===== src/rtl/uart_pkg.sv =====
// uart_pkg: frame constants, state encoding and baud-derived timing shared by the command parser.
package uart_pkg;
  localparam logic [7:0] HDR_BYTE = 8'h55;
  localparam logic [7:0] CMD_WR   = 8'h01;
  localparam logic [7:0] CMD_RD   = 8'h02;
  localparam logic [2:0] S_IDLE = 3'd0;
  localparam logic [2:0] S_CMD  = 3'd1;
  localparam logic [2:0] S_ADR2 = 3'd2;
  localparam logic [2:0] S_ADR1 = 3'd3;
  localparam logic [2:0] S_ADR0 = 3'd4;
  localparam logic [2:0] S_LEN  = 3'd5;
  localparam logic [2:0] S_DATA = 3'd6;
  typedef enum logic [2:0] {
    IDLE = S_IDLE, CMD = S_CMD, ADR2 = S_ADR2, ADR1 = S_ADR1,
    ADR0 = S_ADR0, LEN = S_LEN, DATA = S_DATA
  } state_t;
  localparam int BAUD_END = 5207;
`ifdef SIM
  localparam int TIMEOUT_CYC = 300;
`else
  localparam int TIMEOUT_CYC = 156250;
`endif
  localparam int TMO_W = 18;
endpackage


===== src/rtl/uart_cmd_parser_frame_timer.sv =====
// frame_timer: inter-byte idle counter; expire flags the cycle the frame has gone stale.
module frame_timer import uart_pkg::*; #(
  parameter int TIMEOUT_CYC = uart_pkg::TIMEOUT_CYC,
  parameter int TMO_W = uart_pkg::TMO_W
) (
  input  logic sclk,
  input  logic s_rst,
  input  logic clr,
  output logic expire
);
  logic [TMO_W-1:0] cnt;
  always_ff @(posedge sclk)
    cnt <= (s_rst || clr) ? '0 : cnt + 1'b1;
  // a byte arriving on the expiry cycle clears the timer and wins
  assign expire = !clr && cnt == TMO_W'(TIMEOUT_CYC - 1);
endmodule


===== src/rtl/uart_cmd_parser.sv =====
// uart_cmd_parser: parses HDR/CMD/ADDR/LEN(/payload) frames into SDRAM read/write requests.
module uart_cmd_parser import uart_pkg::*; #(
  parameter int TIMEOUT_CYC = uart_pkg::TIMEOUT_CYC,
  parameter int TMO_W = uart_pkg::TMO_W
) (
  input  logic        sclk,
  input  logic        s_rst,
  input  logic [7:0]  rx_data,
  input  logic        po_flag,
  output logic [23:0] cmd_addr,
  output logic [7:0]  cmd_len,
  output logic        rd_trig,
  output logic        wr_trig,
  output logic [7:0]  wr_data,
  output logic        wr_data_vld,
  output logic        wr_done,
  output logic        frame_err,
  output logic        busy
);
  state_t state, state_n;
  logic is_wr, is_wr_n, expire, cmd_ok;
  logic [7:0] cnt, cnt_n, len_n, data_n;
  logic [23:0] addr_n;
  logic rd_n, wr_n, vld_n, done_n, err_n;
  frame_timer #(.TIMEOUT_CYC(TIMEOUT_CYC), .TMO_W(TMO_W)) u_timer (
    .sclk(sclk), .s_rst(s_rst), .clr(po_flag || state == IDLE), .expire(expire)
  );
  assign cmd_ok = rx_data == CMD_WR || rx_data == CMD_RD;
  always_comb begin
    state_n = state;
    is_wr_n = is_wr;
    cnt_n = cnt;
    addr_n = cmd_addr;
    len_n = cmd_len;
    data_n = wr_data;
    rd_n = 1'b0;
    wr_n = 1'b0;
    vld_n = 1'b0;
    done_n = 1'b0;
    err_n = 1'b0;
    if (po_flag) begin
      case (state)
        IDLE: state_n = rx_data == HDR_BYTE ? CMD : IDLE;
        CMD: begin
          is_wr_n = cmd_ok ? rx_data == CMD_WR : is_wr;
          err_n = !cmd_ok;
          state_n = cmd_ok ? ADR2 : IDLE;
        end
        ADR2: begin
          addr_n[23:16] = rx_data;
          state_n = ADR1;
        end
        ADR1: begin
          addr_n[15:8] = rx_data;
          state_n = ADR0;
        end
        ADR0: begin
          addr_n[7:0] = rx_data;
          state_n = LEN;
        end
        LEN: begin
          err_n = rx_data == 8'd0;
          len_n = err_n ? cmd_len : rx_data;
          rd_n = !err_n && !is_wr;
          wr_n = !err_n && is_wr;
          cnt_n = rx_data;
          state_n = wr_n ? DATA : IDLE;
        end
        DATA: begin
          data_n = rx_data;
          vld_n = 1'b1;
          cnt_n = cnt - 1'b1;
          done_n = cnt == 8'd1;
          state_n = done_n ? IDLE : DATA;
        end
        default: state_n = IDLE;
      endcase
    end else if (expire) begin
      err_n = 1'b1;
      state_n = IDLE;
    end
  end
  always_ff @(posedge sclk) begin
    if (s_rst) begin
      state <= IDLE;
      is_wr <= 1'b0;
      cnt <= '0;
      cmd_addr <= '0;
      cmd_len <= '0;
      wr_data <= '0;
      rd_trig <= 1'b0;
      wr_trig <= 1'b0;
      wr_data_vld <= 1'b0;
      wr_done <= 1'b0;
      frame_err <= 1'b0;
      busy <= 1'b0;
    end else begin
      state <= state_n;
      is_wr <= is_wr_n;
      cnt <= cnt_n;
      cmd_addr <= addr_n;
      cmd_len <= len_n;
      wr_data <= data_n;
      rd_trig <= rd_n;
      wr_trig <= wr_n;
      wr_data_vld <= vld_n;
      wr_done <= done_n;
      frame_err <= err_n;
      busy <= state_n != IDLE;
    end
  end
endmodule


===== config.mk =====
export PLATFORM = sky130hd
export DESIGN_NAME = uart_cmd_parser
export DESIGN_NICKNAME = d
export VERILOG_FILES = /design/src/rtl/uart_pkg.sv /design/src/rtl/uart_cmd_parser_frame_timer.sv /design/src/rtl/uart_cmd_parser.sv
export SDC_FILE = /design/constraint.sdc
export NUM_CORES = 1
export LEC_CHECK = 0
export CORE_UTILIZATION = 52
export CTS_CLUSTER_SIZE = 24
export DETAILED_ROUTE_END_ITERATION = 7
export MAX_ROUTING_LAYER = met4
export PLACE_DENSITY = 0.86
export SLEW_MARGIN = 20
export SYNTH_ARGS = -nofsm -noshare
export SYNTH_HDL_FRONTEND = slang
export SYNTH_SLANG_ARGS = --single-unit
export TNS_END_PERCENT = 5

===== constraint.sdc =====
create_clock -name sclk -period 3.05 [get_ports sclk]
set_input_delay 0.915 -clock sclk [delete_from_list [all_inputs] [get_ports sclk]]
set_output_delay 0.915 -clock sclk [all_outputs]
set_load 0.1 [all_outputs]

Word level (Yosys, flattened, before mapping):

Index checks and enable logic that the tools add are counted.

* flip-flop bits (word level): 76
* input bits: 11
* output and inout bits: 46

* add/subtract/negate cells: 2
* equality and inequality tests: 11
* multiplexer cells: 12
* bitwise logic cells: 4
* reductions and logical operators: 24

Operators with widths (number)
* $pmux W3 S7: 1
* $add A18 B1 Y18 const B: 1
* $eq A18 B18 Y1 const B: 1
* $eq A8 B1 Y1 const B: 2
* $pmux W8 S2: 1
* $mux W3: 4
* $reduce_and A2 Y1: 5
* $eq A3 B3 Y1 const B: 3
* $eq A8 B2 Y1 const B: 1
* $eq A8 B7 Y1 const B: 1
* $logic_not A8 Y1: 1
* $sub A8 B1 Y8 const B: 1
* $eq A3 B2 Y1 const B: 2
* $reduce_and A3 Y1: 2
* $reduce_or A3 Y1: 2
* $logic_not A1 Y1: 4
* $mux W1: 4
* $not A1 Y1: 4
* $eq A3 B1 Y1 const B: 1
* $logic_and A1 B1 Y1: 3
* $logic_not A3 Y1: 1
* $logic_or A1 B1 Y1: 3
* $reduce_bool A3 Y1: 1
* $mux W2: 1
* other kinds (3): 3

Depth between registers and ports, before layout:

* word-level depth: 7
* depth in mapped cells: 8

Modules after synthesis:

Synthesis repeated with hierarchy kept, for this count alone.

* cell total of the unflattened synthesis: 405
* area, all modules: 3352.0 sq um

By module, submodules not included
* uart_cmd_parser: times used 1, cells each 306, area each 2508.7 sq um, seq. area each 1161.1 sq um
* frame_timer: times used 1, cells each 99, area each 843.3 sq um, seq. area each 360.3 sq um

Least setup slack after synthesis:

No wires, ideal clock.

* path type: input port to flip-flop
* start: input po_flag
* end: register busy
* arrival time: 2.637 ns
* data required time: 2.923 ns
* setup slack: 0.286 ns
* stages: 6
* path buffers: 1
* cells stage by stage: clkbuf_1 > or4_1 > o41a_1 > o21ai_1 > nand4b_1 > or3_1

* cells in the longest elaborated chain, start to end: 6

RTL lines
* start: declaration: line uart_cmd_parser.sv:9 `input logic po_flag,`
* $logic_or A1 B1 Y1: line uart_cmd_parser.sv:26 `.sclk(sclk), .s_rst(s_rst), .clr(po_flag || state == IDLE), .expire(expire)`
* $logic_not A1 Y1: line uart_cmd_parser_frame_timer.sv:15 `assign expire = !clr && cnt == TMO_W'(TIMEOUT_CYC - 1);`
* $logic_and A1 B1 Y1: line uart_cmd_parser_frame_timer.sv:15
* $mux W3: line uart_cmd_parser.sv:78 `end else if (expire) begin`
* $mux W3 *: line uart_cmd_parser.sv:41 `if (po_flag) begin`
* $reduce_bool A3 Y1 *: line uart_cmd_parser.sv:109 `busy <= state_n != IDLE;`
* end signal: assignment: line uart_cmd_parser.sv:96 `busy <= 1'b0;`
* end signal: assignment: line uart_cmd_parser.sv:109
* end: declaration: line uart_cmd_parser.sv:18 `output logic busy`

Mark *: on every way between the ends. The rest lies on a longest branch, timed or not.
A chain may end at the register's enable or synchronous reset.

Worst setup path after layout:

Ends and elaborated chain as after synthesis.

==> results.yml <==
status:
  outcome: "complete, but fails checks"
  violated_checks: "DRC"
sta:
  max_freq_ghz: 0.360
  relSlewSlack_pct: 60.1
  final.setup_skew_ns: 0.00915
  timing.final.hold_violations: 0
  post-route-period-util_pct: 91.1
  grt_setup_unrepaired: "no"
  max_slew.worst_pin.slew_ns: 0.598
  finalCriticalPeriod_ns: 2.78
  final-setup-viol-count: 0
  slew_viol_final: 0
setup_path:
  timing.rr.end: "busy"
  startpoint: "po_flag"
  slowest_stage_cell_on_the_critical_path: "or4_1"
  cells_on_worst_reg2reg_path: 6
  cp-start-kind: "primary input"
  critPathMaxFanout: 3
  critPathMaxStageDelay_ns: 0.55
  critical_path.reg2reg.startpoint: "state[2]"
  cp.required_ns: 3.28
  r2r_setup_slack_ns: 0.56
  endpoint_kind: "register"
  arrival_ns: 3.00
  critPathKind: "in2reg"
  crit_path_cell_trace: "clkdlybuf4s50_1 > or4_1 > o41a_1 > o21ai_1 > nand4b_1 > or3_1"
logic_synthesis:
  syn-instance-count: 400
  ys_seq_elements: 76
  synth_edf_count: 0
  synth-main-ff-cell: "dfxtp_1"
  post_synth.cell_area_avg_um2: 7.90
  synth_area_mm2: 0.00316
  mappedNetlistNets: 415
  netlist-cell-type-count: 42
  synth_seq_area_share_pct: 48.1
  synthesis.yosys.warnings: 0
  synth-async-reset-ratio_pct: 0
die:
  floorplan.initialDensity_pct: 53.7
  core_area_mm2: 0.00589
  die_width_um: 80.0
  io_pins: 57
  floorplan.die_area_mm2: 0.00639
  die_height_um: 80.0
  fp-row-count: 28
cells_and_area:
  seqCellArea_mm2: 0.00152
  fraction_of_final_layout_cells_sized_beyond_drive_strength_1_pct: 17.3
  antenna_cells_inserted: 0
  layoutNonFillerInstCount: 542
  most-common-layout-cells: "nand2_1 (97), dfxtp_1 (76), buf_4 (65)"
  nets: 478
  layout-area-overhead-vs-synth_pct: 24.4
  multi_input_area_mm2: 0.00153
  fillCellCount: 486
  postLayoutCellArea_mm2: 0.00393
  finalCoreUtilization_pct: 66.8
  most_common_cell_after_layout_fill_and_taps_aside: "nand2_1"
clock_tree:
  clock_latency_ns: 0.35
  cts_repair_resize_count: 0
  clkSlewWorstSetupHoldPaths_ns: 0.08
  cts_hold_buffers: 0
  buffer_count_from_post_cts_setup_fixing: 0
  cts_root_buffer: "clkbuf_8"
  clockBufferDepth: 2
  tritoncts.num_buffers: 9
  cts.htree.levels: 3
  clock_tree_from_tritoncts: "built"
  cts_num_sinks: 76
place:
  gp_routability_congestion: 0.886
  dp_cells: 527
  post-dp-hpwl_um: 5630
  dpl_cell_area_mm2: 0.00375
  numPortBuffers: 56
hold_path:
  min_delay_worst_endpoint: "cmd_addr[17]"
  hold-path-cell-count: 2
  worstHoldPathType: "reg2reg"
  timing.hold.worst.start: "cmd_addr[17]"
run:
  timing.max_cap.violations: 0
routing:
  routed-via-count: 3070
  remaining_drc_errors: 1
  avgViaCountPerCell: 5.66
  count_of_tritonroute_iterations_in_the_first_routing_pass: 6
  totalWireLength_um: 8010
  routed_length_per_placed_instance_um: 14.8
  number_of_nets_with_antenna_violations_after_routing: 0
  drc_violation_total_after_the_first_tritonroute_iteration: 214
global_route:
  global_route.overflow_total: 0
  grt_pass1_vias: 2855
  globalRouteTotalUtil_pct: 27.1
  wire_length_of_the_first_global_routing_pass_um: 13000
  grt_start_max_net_pins: 27
  grt_antenna_before_repair: 0
power_and_ir_drop:
  power.density_cell_area_mw_per_mm2: 455
  power_leakage_nw: 1.51
  total_power_mw: 1.79
  vdd.ir_drop.worst_uv: 323
[synth_stat cells (2+ instances only)]
master | n | share of area, %
a22oi_1 | 3 | 0.71
nor2_1 | 37 | 4.4
nand4_1 | 4 | 0.79
nor4_1 | 5 | 0.99
a21oi_1 | 50 | 7.9
xnor2_1 | 6 | 1.7
nor3_1 | 10 | 1.6
clkbuf_1 | 22 | 2.6
a211oi_1 | 2 | 0.47
nand3_1 | 17 | 2.7
or4_1 | 2 | 0.47
nand2b_1 | 2 | 0.40
ha_1 | 4 | 1.6
a2111oi_0 | 2 | 0.55
and2b_1 | 2 | 0.47
o21ai_0 | 7 | 1.1
a21boi_0 | 2 | 0.47
xor2_1 | 10 | 2.8
and2_1 | 2 | 0.40
and4_1 | 2 | 0.55
inv_1 | 6 | 0.71
or3_1 | 6 | 1.2
nor2b_1 | 3 | 0.59
dfxtp_1 | 76 | 48
and3_1 | 3 | 0.59
nand2_1 | 97 | 12
mux2i_1 | 2 | 0.63
a221oi_1 | 2 | 0.55
[state kept, by name (all words and copies together) (netlist names), 3 cells and up]
name / flops
cmd_len: 8
state: 3
u_timer.cnt: 18
cmd_addr: 24
cnt: 8
wr_data: 8
[worst max-delay path by stage]
stage            to  slack [ns]
3_3_place_gp   busy       -0.04
3_5_place_dp   busy       -0.08
5_1_grt        busy        0.19
2_1_floorplan  busy        0.29
6_report       busy        0.27
4_1_cts        busy        0.28
[layout make-up]
class / instances / share of cell area (%)
Multi-Input combinational cell: 295 / 38.9
Sequential cell: 76 / 38.7
Timing Repair Buffer: 75 / 14.8
Clock buffer: 10 / 3.25
Tap cell: 75 / 2.39
Clock inverter: 5 / 1.37
Inverter: 6 / 0.573
[per-stage QoR]
| step | setup slack [ns] | hold slack [ns] | TNS, ns |
|---|---|---|---|
| after floorplan | 0.286 | 0.433 | 0 |
| after global routing | 0.188 | 0.478 | 0 |
| final | 0.273 | 0.458 | 0 |
| after global placement | -0.0444 | 0.444 | -0.0444 |
| after CTS | 0.285 | 0.458 | 0 |
| after detailed placement | -0.0753 | 0.447 | -0.0753 |
[worst max-delay path: cells and delay by family]
kind / cells / cell delay, ns
buf+inv: 1 / 0.42
compound gates: 2 / 0.61
simple gates: 3 / 1.05
[report_power, final]
part           switching, mW  total [mW]  leakage [nW]  internal, mW
clock                  0.363       0.734        0.0959         0.371
combinational         0.0394      0.0651         0.799        0.0258
sequential         0.0000834       0.991         0.612         0.991
[cells by family (layout without fill, tap and decap cells)]
kind of cell | count (synthesis) | count (layout) | share of synthesized area (%)
AND/OR/NAND/NOR | 197 | 197 | 27.9
adder cells (fa/ha/maj) | 4 | 4 | 1.58
AO/OA/AOI/OAI | 76 | 76 | 13.8
buffers and inverters | 29 | 96 | 3.48
flip-flops | 76 | 76 | 48.1
XOR/XNOR | 16 | 16 | 4.43
multiplexers | 2 | 2 | 0.633
[per-layer routing]
layer | GRT usage (%) | wire [um] | up-vias
li1 | - | - | 1479
met1 | 34.5 | 3520 | 1487
met3 | 4.46 | 433 | 16
met2 | 42.0 | 3910 | 88
met5 | - | 0 | -
met4 | 13.0 | 142 | 0
No activity file was read; power rests on OpenSTA's default activity.
==> variant 1, RTL diff (config.mk and constraints unchanged) <==
Remove the register `wr_data_vld`: a continuous assignment takes its place, so the output `wr_data_vld` follows one clock earlier.
--- a/src/rtl/uart_cmd_parser.sv
+++ b/src/rtl/uart_cmd_parser.sv
@@ -91,5 +91,4 @@
       rd_trig <= 1'b0;
       wr_trig <= 1'b0;
-      wr_data_vld <= 1'b0;
       wr_done <= 1'b0;
       frame_err <= 1'b0;
@@ -104,5 +103,4 @@
       rd_trig <= rd_n;
       wr_trig <= wr_n;
-      wr_data_vld <= vld_n;
       wr_done <= done_n;
       frame_err <= err_n;
@@ -110,4 +108,6 @@
     end
   end
+
+  assign wr_data_vld = vld_n;
 endmodule
 
Formal check against the unedited RTL: not equivalent (Yosys sat finds a counterexample within 10 cycles, from zero or initial values and one cycle with s_rst high).
==> variant 1 against the unedited design <==
Final area rose by 3.4%; hold slack worse by 0.00076 ns; area after synthesis grew 6.0%; routed wire length is 1.9% higher; sequential cell count shrank 1; clock power increased by 13%; worst setup slack lost 0.088 ns; power increased by 4.6%.
==> variant 1: results (changes against the unedited design) <==
- The HPWL reported at the end of detailed placement was 5700 µm (was 5630 µm).
* RePlAce Congestion: 0.850 (was 0.886)
* Max stage delay cell, worst path: sky130_fd_sc_hd__clkdlybuf4s50_1 (was sky130_fd_sc_hd__or4_1)
- Worst-path fanout max: 4 (was 3)
- Mean cell area of the mapped netlist: 8.34 µm² (was 7.90 µm²)
- Maximum number of pins on one net before global-route repair: 57 (was 27)
* Worst stage delay on the critical path: 0.57 ns (was 0.55 ns)
- The synthesized net count came to 417 (was 415).
- Status: complete, no violations (was finished, violations left)
- Smallest hold slack: 0.457 ns (was 0.458 ns)
- Share of the yosys chip area belonging to registers: 44.8% (was 48.1%)
- Proportion of layout cells with a drive suffix above 1: 19.6% (was 17.3%)
- Placed Instance Area: 3850 µm² (was 3750 µm²)
- Routed via count divided by cell count: 5.70 (was 5.66)
* Total wire length: 8160 µm (was 8010 µm)
- The endpoint of the most critical register-to-register path was cnt[4] (was busy).
- Net switching power of the design: 0.394 mW (was 0.402 mW)
- Clock Skews: 0.0126 ns (was 0.00915 ns)
- Placed instance count: 520 (was 527)
* Wire length of the first global-routing pass: 12,500 µm (was 13,000 µm)
- The leakage power figure is 1.57 nW (was 1.51 nW).
* Startpoint of the lowest-slack hold path: wr_data[0] (was cmd_addr[17])
* Top Family by Delay on Critical Path: buffers and inverters (was simple AND/OR/NAND/NOR gates)
- Dominant cells by area after synthesis: sky130_fd_sc_hd__dfxtp_1 45%, sky130_fd_sc_hd__nand2_1 10%, sky130_fd_sc_hd__a21oi_1 6.9%, sky130_fd_sc_hd__nor2_1 3.4%, sky130_fd_sc_hd__xor2_1 2.9% (was sky130_fd_sc_hd__dfxtp_1 48%, sky130_fd_sc_hd__nand2_1 12%, sky130_fd_sc_hd__a21oi_1 7.9%, sky130_fd_sc_hd__nor2_1 4.4%, sky130_fd_sc_hd__xor2_1 2.8%).
- The count of cell types in the netlist came to 56 (was 42).
- Endpoint of the worst hold path: wr_data[0] (was cmd_addr[17])
variant 1: routing by layer:
| layer | global-route usage (%) | part of all wire, % | wire length [µm] |
|---|---|---|---|
| met1 | 32.7 | 45 | 3700 |
| met2 | 39.4 | 48 | 3960 |
| met3 | 5.71 | 4.8 | 390 |
| met4 | 10.5 | 1.4 | 118 |
| met5 | - | 0 | 0 |
variant 1: worst max-delay path by stage:
stage	end	startpoint	slack [ns]	cells past startpoint
final	wr_data_vld	po_flag	0.18	4
after global routing	wr_data_vld	po_flag	0.14	4
after CTS	wr_data_vld	po_flag	0.18	4
after detailed placement	wr_data_vld	po_flag	0.18	4
after global placement	wr_data_vld	po_flag	0.18	4
after floorplan	wr_data_vld	po_flag	0.51	4
variant 1: cells by family (layout without fill, tap and decap cells):
logic type | Yosys count | after routing | synth area share [%]
multiplexers | 5 | 5 | 1.49
buffers and inverters | 32 | 89 | 4.82
AO/OA/AOI/OAI | 80 | 80 | 14.5
XOR/XNOR | 15 | 15 | 3.92
adder cells (fa/ha/maj) | 4 | 4 | 1.49
flip-flops | 75 | 75 | 44.8
AND/OR/NAND/NOR | 191 | 191 | 29.0
variant 1: layout make-up:
class	instances	area (µm²)
fillers	501	1990
multi-input cells	295	1690
flip-flops and latches	75	1500
repair buffers	68	543
clock buffers	10	138
well taps	75	93.8
clock inverters	4	76.3
inverters	7	26.3
variant 1: power by group through the flow:
stage               Clock [mW]  Combinational (mW)  Sequential (mW)
floorplan                    0              0.0281             1.00
detailed placement           0              0.0628             1.00
finish                   0.830              0.0644            0.978
global placement             0              0.0620             1.00
global route             0.878              0.0678            0.978
CTS                      0.837              0.0631            0.978
variant 1: worst register-to-register path, delay by kind of cell, from the launching register on:
kind / cells / cell delay [ns]
DFF: 1 / 0.70
and+or+nand+nor: 3 / 0.48
buffers and inverters: 1 / 0.24
AOI/OAI and AO/OA: 2 / 0.38
variant 1: stage by stage:
stage	total power [mW]	worst slack (ns)
2_1_floorplan	1.03	0.507
3_3_place_gp	1.06	0.175
3_5_place_dp	1.06	0.177
4_1_cts	1.88	0.177
5_1_grt	1.92	0.143
6_report	1.87	0.185
==> variant 2, RTL diff (config.mk and constraints unchanged) <==
Without the edit above. The package constant `TMO_W` goes from 18 to 22.
--- a/src/rtl/uart_pkg.sv
+++ b/src/rtl/uart_pkg.sv
@@ -21,5 +21,5 @@
   localparam int TIMEOUT_CYC = 156250;
 `endif
-  localparam int TMO_W = 18;
+  localparam int TMO_W = 22;
 endpackage
 
Check against the original RTL: same outputs for any inputs over 10 cycles, from zero or initial values and one cycle with s_rst high; that may be too few to reach the edited logic, so the function may still have changed.
==> variant 2 against the unedited design <==
Synthesized cell count up 7.0%; power up 7.8%; sequential share of layout area is 0.32 points lower; area after synthesis grew 8.2%; worst setup slack gained 0.24 ns; routed wire length rose by 6.6%; sequential cell count grew 4; cell count up 4.2%; utilization decreased by 1.1 points; critical path depth unchanged; hold slack better by 0.0058 ns; final area up 6.1%; critical path type unchanged.
==> variant 2: results (changes against the unedited design) <==
- Status: complete, no violations (was finished, violations left)
- The HPWL reported at the end of detailed placement came to 5950 µm (was 5630 µm).
- The first-pass GRT wire length was 13,600 µm (was 13,000 µm).
* Area of combinational cells with multiple inputs: 1680 µm² (was 1530 µm²)
* Met3 Wirelength: 542 µm (was 433 µm)
- The worst hold endpoint was cmd_len[2] (was cmd_addr[17]).
- Headroom to the max-slew limit: 52.4% (was 60.1%)
- Dominant cells by area after synthesis: sky130_fd_sc_hd__dfxtp_1 47%, sky130_fd_sc_hd__nand2_1 10%, sky130_fd_sc_hd__a21oi_1 7.0%, sky130_fd_sc_hd__nor2_1 4.8%, sky130_fd_sc_hd__xor2_1 3.3% (was sky130_fd_sc_hd__dfxtp_1 48%, sky130_fd_sc_hd__nand2_1 12%, sky130_fd_sc_hd__a21oi_1 7.9%, sky130_fd_sc_hd__nor2_1 4.4%, sky130_fd_sc_hd__xor2_1 2.8%).
- Pre-CTS setup slack: 0.168 ns (was -0.0753 ns)
- Worst stage delay on the critical path: 0.60 ns (was 0.55 ns)
- Routed wire length on met2: 4050 µm (was 3910 µm)
- The gate count of the mapped netlist was 428 (was 400).
* Placed instance count: 549 (was 527)
- Power Density: 463 nW/µm² (was 455 nW/µm²)
- The largest vdd supply drop is 0.319 mV (was 0.323 mV).
* Final #Nets: 498 (was 478)
- The final cell count without fillers is 565 (was 542).
* R2r worst-path depth: 5 (was 6)
- Fillers: 515 (was 486)
- The leakage power figure came to 1.56 nW (was 1.51 nW).
* Via count of the first global-routing pass: 2,835 (was 2,855)
- Met1 routed wirelength after detailed routing: 3830 µm (was 3520 µm)
- Multi-input combinational cell count: 313 (was 295)
- The synthesized net count came to 443 (was 415).
- The per-cell via count in the routed design is 5.53 (was 5.66).
- Leading post-synthesis cells by instance count: 91 x sky130_fd_sc_hd__nand2_1, 80 x sky130_fd_sc_hd__dfxtp_1, 48 x sky130_fd_sc_hd__a21oi_1 (was 97 x sky130_fd_sc_hd__nand2_1, 76 x sky130_fd_sc_hd__dfxtp_1, 50 x sky130_fd_sc_hd__a21oi_1).
* Switching share of total power: 24.3% (was 22.5%)
- DR WL/cell: 15.1 µm (was 14.8 µm)
* Clock network power: 0.824 mW (was 0.734 mW)
- The worst setup slack for register-to-register paths was 0.90 ns (was 0.56 ns).
* ClkCell Share: 4.98% (was 4.61%)
- Initial DRC Count: 237 (was 214)
- The detailed-routing iteration count for the pre-antenna-repair pass was 4 (was 6).
variant 2: cell types whose count changed after synthesis, moves of 3 or more:
| cell | change |
|---|---|
| sky130_fd_sc_hd__nor2b_1 | +3 |
| sky130_fd_sc_hd__nor3_1 | +3 |
| sky130_fd_sc_hd__nand2_1 | -6 |
| sky130_fd_sc_hd__clkbuf_1 | +3 |
| sky130_fd_sc_hd__a31oi_1 | +3 |
| sky130_fd_sc_hd__dfxtp_1 | +4 |
| sky130_fd_sc_hd__xor2_1 | +3 |
| sky130_fd_sc_hd__nor2_1 | +7 |
| sky130_fd_sc_hd__and4_1 | +3 |
| sky130_fd_sc_hd__nand3_1 | -3 |
variant 2: kinds of logic after synthesis:
kind of cell	share of synthesized area, %
AOI/OAI and AO/OA	13.1
xor gates and xnor gates	5.38
adders and majority gates	1.46
buffers and inverters	3.88
DFF	46.9
muxes	0.586
and+or+nand+nor	28.7
